$ cat config.mk
export PLATFORM = sky130hd
export DESIGN_NAME = simon_seq_player_flat
export DESIGN_NICKNAME = d
export VERILOG_FILES = /design/src/rtl/simon_seq_player_if.sv /design/src/rtl/simon_seq_player.sv /design/src/flat_wrapper.sv
export SDC_FILE = /design/constraint.sdc
export NUM_CORES = 1
export LEC_CHECK = 0
export BUFFER_PORTS_ARGS = -buffer_cell sky130_fd_sc_hd__buf_2
export CAP_MARGIN = 30
export CORE_MARGIN = 2
export CORE_UTILIZATION = 40
export CTS_BUF_LIST = sky130_fd_sc_hd__clkbuf_4 sky130_fd_sc_hd__clkbuf_8
export DETAILED_ROUTE_END_ITERATION = 8
export GPL_TIMING_DRIVEN = 0
export PLACE_DENSITY = 0.56
export SLEW_MARGIN = 0
export SYNTH_ARGS = -nofsm -noshare
export SYNTH_HDL_FRONTEND = slang
export SYNTH_SLANG_ARGS = --single-unit
$ cat constraint.sdc
create_clock -name CLOCK_50 -period 4.85 [get_ports CLOCK_50]
set_input_delay 0.97 -clock CLOCK_50 [delete_from_list [all_inputs] [get_ports CLOCK_50]]
set_output_delay 0.97 -clock CLOCK_50 [all_outputs]
set_load 0.05 [all_outputs]
$ cat src/rtl/simon_seq_player_if.sv
// Blink command handshake between the sequence player and the LED blinker.
interface simon_seq_player_if;
    logic       blink_valid;
    logic       blink_ready;
    logic [1:0] blink_idx;

    modport master (output blink_valid, output blink_idx, input blink_ready);
    modport slave  (input blink_valid, input blink_idx, output blink_ready);
endinterface

$ cat src/rtl/simon_seq_player.sv
// Simon Says sequence store: grows the sequence from a free-running LFSR and
// replays it as blink commands over a valid/ready handshake.
module simon_seq_player #(
    parameter int          MAX_LEN    = 16,
    parameter logic [15:0] SEED       = 16'hACE1,
    parameter int          GAP_CYCLES = 8
) (
    input  logic                CLOCK_50,
    input  logic                reset,
    input  logic                extend,
    input  logic                start,
    simon_seq_player_if.master  blink,
    output logic                busy,
    output logic                done,
    output logic [4:0]          length,
    output logic                full,
    input  logic [3:0]          rd_addr,
    output logic [1:0]          rd_data
);

    typedef enum logic [1:0] {
        IDLE = 2'd0,
        PLAY = 2'd1,
        GAP  = 2'd2,
        DONE = 2'd3
    } state_t;

    localparam int              GAP_W     = (GAP_CYCLES > 2) ? $clog2(GAP_CYCLES) : 1;
    localparam logic [GAP_W-1:0] GAP_LAST = GAP_W'((GAP_CYCLES > 0) ? GAP_CYCLES - 1 : 0);
    localparam logic [4:0]      LEN_MAX   = 5'(MAX_LEN);
    localparam logic [15:0]     LFSR_TAPS = 16'hB400;

    function automatic logic [15:0] lfsr_step(input logic [15:0] v);
        return v[0] ? ((v >> 1) ^ LFSR_TAPS) : (v >> 1);
    endfunction

    state_t           state_r, state_s;
    logic [3:0]       ptr_r, ptr_s;
    logic [GAP_W-1:0] gap_r, gap_s;
    logic [4:0]       length_r, len_eff_s;
    logic             full_r;
    logic [15:0]      lfsr_r;
    logic [1:0]       mem_r [16];
    logic             valid_r, busy_r, done_r;
    logic [1:0]       idx_r, idx_s;
    logic             ext_ok_s, last_s;

    // Next-state, pointer, gap counter and next blink index.
    always_comb begin
        state_s   = state_r;
        ptr_s     = ptr_r;
        gap_s     = gap_r;
        ext_ok_s  = (state_r == IDLE) && extend && (length_r < LEN_MAX);
        len_eff_s = ext_ok_s ? (length_r + 5'd1) : length_r;
        last_s    = ({1'b0, ptr_r} == (length_r - 5'd1));

        case (state_r)
            IDLE: begin
                if (start) begin
                    if (len_eff_s != 5'd0) begin
                        state_s = PLAY;
                        ptr_s   = 4'd0;
                    end else begin
                        state_s = DONE;
                    end
                end else begin
                    state_s = IDLE;
                end
            end
            PLAY: begin
                if (blink.blink_ready) begin
                    if (last_s) begin
                        state_s = DONE;
                    end else begin
                        ptr_s = ptr_r + 4'd1;
                        if (GAP_CYCLES > 0) begin
                            state_s = GAP;
                            gap_s   = {GAP_W{1'b0}};
                        end else begin
                            state_s = PLAY;
                        end
                    end
                end else begin
                    state_s = PLAY;
                end
            end
            GAP: begin
                if (gap_r == GAP_LAST) begin
                    state_s = PLAY;
                    gap_s   = {GAP_W{1'b0}};
                end else begin
                    gap_s = gap_r + {{(GAP_W-1){1'b0}}, 1'b1};
                end
            end
            DONE: begin
                state_s = IDLE;
            end
            default: begin
                state_s = IDLE;
            end
        endcase

        // A same-cycle append at the first playback slot is forwarded from the LFSR.
        if (ext_ok_s && (length_r[3:0] == ptr_s)) begin
            idx_s = lfsr_r[1:0];
        end else begin
            idx_s = mem_r[ptr_s];
        end
    end

    // State, counters, LFSR and registered outputs.
    always_ff @(posedge CLOCK_50) begin
        if (reset) begin
            state_r  <= IDLE;
            ptr_r    <= 4'd0;
            gap_r    <= {GAP_W{1'b0}};
            length_r <= 5'd0;
            full_r   <= 1'b0;
            lfsr_r   <= SEED;
            valid_r  <= 1'b0;
            idx_r    <= 2'd0;
            busy_r   <= 1'b0;
            done_r   <= 1'b0;
        end else begin
            state_r  <= state_s;
            ptr_r    <= ptr_s;
            gap_r    <= gap_s;
            length_r <= len_eff_s;
            full_r   <= (len_eff_s == LEN_MAX);
            lfsr_r   <= lfsr_step(lfsr_r);
            valid_r  <= (state_s == PLAY);
            idx_r    <= idx_s;
            busy_r   <= (state_s != IDLE);
            done_r   <= (state_s == DONE);
        end
    end

    // Sequence storage; contents survive reset.
    always_ff @(posedge CLOCK_50) begin
        if (ext_ok_s && !reset) begin
            mem_r[length_r[3:0]] <= lfsr_r[1:0];
        end
    end

    assign blink.blink_valid = valid_r;
    assign blink.blink_idx   = idx_r;
    assign busy              = busy_r;
    assign done              = done_r;
    assign length            = length_r;
    assign full              = full_r;
    assign rd_data           = mem_r[rd_addr];

endmodule

$ cat src/flat_wrapper.sv
// flat-port wrapper written by rule: the top's interface ports become plain ports
module simon_seq_player_flat 
#(
    parameter int          MAX_LEN    = 16,
    parameter logic [15:0] SEED       = 16'hACE1,
    parameter int          GAP_CYCLES = 8
)
  (CLOCK_50, reset, extend, start, busy, done, length, full, rd_addr, rd_data, blink_blink_valid, blink_blink_idx, blink_blink_ready);
  simon_seq_player_if blink_i ();
  input  logic CLOCK_50;
  input  logic reset;
  input  logic extend;
  input  logic start;
  output logic busy;
  output logic done;
  output logic [4:0] length;
  output logic full;
  input  logic [3:0] rd_addr;
  output logic [1:0] rd_data;
  output wire logic [$bits(blink_i.blink_valid)-1:0] blink_blink_valid;
  output wire logic [$bits(blink_i.blink_idx)-1:0] blink_blink_idx;
  input wire logic [$bits(blink_i.blink_ready)-1:0] blink_blink_ready;
  assign blink_blink_valid = blink_i.blink_valid;
  assign blink_blink_idx = blink_i.blink_idx;
  assign blink_i.blink_ready = blink_blink_ready;
  simon_seq_player #(.MAX_LEN(MAX_LEN), .SEED(SEED), .GAP_CYCLES(GAP_CYCLES)) u_core (.CLOCK_50(CLOCK_50), .reset(reset), .extend(extend), .start(start), .blink(blink_i), .busy(busy), .done(done), .length(length), .full(full), .rd_addr(rd_addr), .rd_data(rd_data));
endmodule
==> results.txt <==
----------------------------------------------------
[Synthesis]
  Fraction of the mapped netlist area in adder cells ... 0.0235
  Register bit count reported by yosys ... 68
  Area share of the largest cell type after synthesis ... 0.258
  Share of synthesized registers carrying an async set or reset ... 0
  Largest area contributor in the synthesized netlist ... sky130_fd_sc_hd__edfxtp_1
  Post-synthesis average cell area ... ~11 sq um
  Cell variety after synth ... 66
  Post-synthesis instance total ... around 330
  Fraction of synthesized cell area in xor and xnor cells ... 0.0342
  Number of warnings printed during yosys synthesis ... 0
  Post-synthesis share of cell area spent on and, or, nand and nor gates ... 0.181
  Sequential cell area fraction in the yosys report ... 0.451
  Leading post-synthesis cells by cell area ... sky130_fd_sc_hd__edfxtp_1 26%, sky130_fd_sc_hd__dfxtp_1 19%, sky130_fd_sc_hd__mux2i_1 8.3%, sky130_fd_sc_hd__mux4_2 6.0%, sky130_fd_sc_hd__and2_1 3.0%
  Most used flip-flop cell after synthesis ... sky130_fd_sc_hd__dfxtp_1
  Main combinational cell family by area after synthesis ... simple AND/OR/NAND/NOR gates
  Mapped Nets ... approximately 350
  Post-synthesis compound-gate area fraction ... 0.113
  Post-synth EDFFs ... 32
  Share of cell area taken by muxes after synthesis ... 0.147
  Synthesized cell area ... 3730 sq um

[Die]
  Die footprint ... ~10,000 sq um
  Placeable Area ... ~9200 sq um
  Initial Util ... 0.408
  Horizontal die dimension ... 101 um
  Vertical extent of the die ... about 100 um
  Core Rows ... 35
  Count of pins on the block boundary ... 22

[Clocking]
  Clock Latency Late Sink ... 340 ps
  Level count of the clock H-tree ... 3
  Cell at the root of the clock tree ... sky130_fd_sc_hd__clkbuf_8
  Post-CTS Setup Repair Bufs ... 0
  CTS buffer count ... 9
  Clk pin slew, worst setup/hold paths ... approximately 70 ps
  Clock net sink count ... 68
  Maximum number of buffers from clock root to sink ... 2
  Count of cells resized by post-cts repair ... 0
  Hold-fix buffer count after cts ... 0
  Clock tree from TritonCTS ... yes

[Pwr]
  Cell area power density ... 348 nW/um^2
  Static leakage ... about 1.7 nW
  Power after layout ... about 1.5 mW
  Portion of total power attributed to sequential cells ... 0.443
  Clock power share ... 0.354
  Power dissipated by switching net loads ... 0.416 mW
  Part of the total power dissipated in combinational logic ... 0.203
  Cell-internal power ... roughly 1.0 mW
  Switching fraction of total power ... 0.287
  Worst IR Drop VDD ... roughly 0.0002 V

[Setup path]
  Worst-path fanout max ... 8
  Cell-by-cell trace of the critical path ... clkbuf_1 > mux4_2 > mux4_2 > buf_2
  Family of cells with the greatest summed delay on the critical path ... multiplexers
  Most prevalent standard cell on the critical path ... sky130_fd_sc_hd__mux4_2
  Crit start category ... primary input
  Critical Setup Path Class ... primary input to output pin
  Worst path arrival time ... 2740 ps
  Number of buffer and inverter instances along the worst setup path ... 2
  Origin of the worst setup path ... rd_addr[0]
  Cell with the largest stage delay on the worst path ... sky130_fd_sc_hd__mux4_2
  RR Endpoint ... u_core.blink.blink_idx[1]$_SDFF_PP0_
  Count of cells along the worst register-to-register path ... 11
  Beginning of the worst register-to-register path ... u_core.length[0]$_SDFF_PP0_
  Worst endpoint required time ... about 3900 ps
  CP Capture Type ... output pin
  Setup slack on the worst flop-to-flop path ... roughly 1400 ps
  Peak per-stage delay on the critical path ... about 590 ps
  Path length in cells of the critical path ... 4
  Capturing instance or port of the critical path ... rd_data[1]

[Cells and area]
  Fraction of final layout cells with drive strength greater than 1 ... 0.219
  Number of fill cells ... around 850
  Fin util ... 0.457
  Layout overhead on the synthesized area ... 12.1%
  Post-route non-filler standard cell count ... between 400 and 500
  Total number of nets in the final design ... between 300 and 400
  Ant. Diodes ... 0
  Post-route cell area ... 4180 sq um

[STA]
  Minimum hold slack ... 416 ps
  Count of endpoints failing setup in the final report ... 0
  Slew at the pin with the worst max-slew slack ... roughly 790 ps
  Count of final max-slew check failures ... 0
  Worst Slack Setup Final ... about 1100 ps
  Largest clock skew in the final design ... approximately 13 ps
  Fmax ... between 200 and 300 MHz
  Final Hold Vio Count ... 0
  Slew HR ... 0.475
  Part of the cycle the worst path needs ... 0.765
  Setup repair after global routing missed its margin ... false
  Tmin final ... between 3000 and 4000 ps
  Total Negative Setup Slacks ... 0 ps

[Global route]
  Global-route usage over all layers ... 0.175
  Antenna violations before repair ... 0
  Largest net degree at the start of global routing ... 22
  First-pass GRT wire length ... around 14,000 um
  Overflow after GRT ... 0
  Vias in the first global route ... approximately 2,500

[Route]
  Detailed-route DRC error count ... 0
  DRC violation total after the first TritonRoute iteration ... ~160
  Routed wire length ... ~8300 um
  Post-detailed-route wirelength per cell ... 17.4 um
  Vias per inst ... 5.51
  Number of iterations in the first detailed-routing pass ... 4
  Via Count ... about 2,600
  Antenna viol nets, final ... 0

[Placed design]
  Post-placement cell count ... 460
  Port bufs ... 18
  Dpl cell area ... between 3000 and 4000 sq um
  Worst slack, placed ... roughly 1100 ps
  Final weighted congestion of routability-driven global placement ... around 0.82
  Final HPWL DP ... ~6000 um

[Min path]
  Worst Hold Class ... flop to flop
  Worst hold path depth ... 1

[Job]
  Max-cap check violation count ... 0

[Status]
  Result of the run ... completed

----------------------------------------------------
==> cells in the final DEF (no fill, tap or decap), types with 7 or more instances in the layout <==
cell type,Yosys,final
sky130_fd_sc_hd__dfxtp_1,36,36
sky130_fd_sc_hd__edfxtp_1,32,32
sky130_fd_sc_hd__mux2i_1,31,31
sky130_fd_sc_hd__nand2_1,25,25
sky130_fd_sc_hd__buf_2,3,21
sky130_fd_sc_hd__nor2_1,19,19
sky130_fd_sc_hd__and2_1,18,18
sky130_fd_sc_hd__a21oi_1,15,15
sky130_fd_sc_hd__clkbuf_8,2,11
sky130_fd_sc_hd__mux4_2,10,10
sky130_fd_sc_hd__nor2b_1,10,10
sky130_fd_sc_hd__nand3_1,10,10
sky130_fd_sc_hd__xnor2_1,8,8
sky130_fd_sc_hd__inv_1,7,7
sky130_fd_sc_hd__or2_2,7,7
sky130_fd_sc_hd__ha_1,7,7
==> worst reg2reg max path, stage by stage (launching register included) <==
cell,delay (ps)
sky130_fd_sc_hd__dfxtp_1,420
sky130_fd_sc_hd__buf_6,170
sky130_fd_sc_hd__inv_1,100
sky130_fd_sc_hd__ha_1,290
sky130_fd_sc_hd__and2b_1,200
sky130_fd_sc_hd__xnor2_1,330
sky130_fd_sc_hd__a311oi_4,170
sky130_fd_sc_hd__nor2_1,390
sky130_fd_sc_hd__mux2i_1,540
sky130_fd_sc_hd__o211ai_1,160
sky130_fd_sc_hd__a311o_1,370
sky130_fd_sc_hd__a311oi_1,260
==> sequential cells by signal, indices dropped and copies added, names as in the netlist <==
signal and flops:
u_core.blink.blink_valid 1, u_core.state_r 2, u_core.ptr_r 4, u_core.mem_r 32
u_core.length 5, u_core.gap_r 3, u_core.busy 1, u_core.blink.blink_idx 2
u_core.done 1, u_core.full 1, u_core.lfsr_r 16
==> worst min-delay path by stage <==
stage	start	endpoint	slack, ps
CTS	u_core.lfsr_r[12]$_SDFF_PP0_	u_core.lfsr_r[11]$_SDFF_PP1_	420
finish	u_core.lfsr_r[12]$_SDFF_PP0_	u_core.lfsr_r[11]$_SDFF_PP1_	420
detailed placement	u_core.lfsr_r[12]$_SDFF_PP0_	u_core.lfsr_r[11]$_SDFF_PP1_	400
floorplan	u_core.lfsr_r[12]$_SDFF_PP0_	u_core.lfsr_r[11]$_SDFF_PP1_	390
global placement	u_core.lfsr_r[6]$_SDFF_PP1_	u_core.lfsr_r[5]$_SDFF_PP1_	400
global route	u_core.lfsr_r[6]$_SDFF_PP1_	u_core.lfsr_r[5]$_SDFF_PP1_	430
==> Yosys cell counts, drive strengths merged (2+ instances only) <==
master / count
or2: 8
a311oi: 4
nor3b: 3
o22ai: 2
nor2b: 10
mux2i: 31
a31oi: 6
buf: 11
dfxtp: 36
ha: 7
a21oi: 17
nor2: 19
and2: 19
a211o: 2
o21ai: 4
mux4: 10
xnor2: 8
nand2: 26
edfxtp: 32
inv: 7
o31ai: 2
nand3: 10
a22oi: 6
and3: 2
nand2b: 2
or2b: 2
or3: 2
nand4: 2
xor2: 4
clkbuf: 7
a221oi: 3
nor3: 9
==> final cells by class <==
type / instances / area [sq um] / area share
flip-flops and latches: 68 / 1680 / 0.402
multi-input cells: 237 / 1860 / 0.444
repair buffers: 18 / 90.1 / 0.0215
plain buffers: 18 / 160 / 0.0383
clock inverters: 7 / 98.8 / 0.0236
well taps: 111 / 139 / 0.0332
clock buffers: 9 / 124 / 0.0296
inverters: 8 / 30.0 / 0.00718
==> power by group through the flow <==
stage / logic, mW / clock network, mW / registers (mW)
2_1_floorplan: 0.209 / 0 / 0.679
3_3_place_gp: 0.292 / 0 / 0.657
3_5_place_dp: 0.294 / 0 / 0.657
4_1_cts: 0.295 / 0.531 / 0.644
5_1_grt: 0.318 / 0.556 / 0.647
6_report: 0.294 / 0.515 / 0.644
==> kinds of logic (layout without fill, tap and decap cells) <==
logic type	count (synthesis)	after routing
AOI/OAI and AO/OA	55	55
and+or+nand+nor	120	120
muxes	42	42
adders and majority gates	7	7
DFF	68	68
buffers and inverters	26	60
xor gates and xnor gates	13	13
==> metal layers <==
layer,part of all wire,GRT usage,wire (um),vias up
met5,0,0,0,-
met4,0.013,0.0674,110,0
met3,0.033,0.0354,276,9
met2,0.46,0.269,3830,54
met1,0.49,0.245,4080,1283
li1,-,-,-,1278
(Power assumes the default switching activity.)
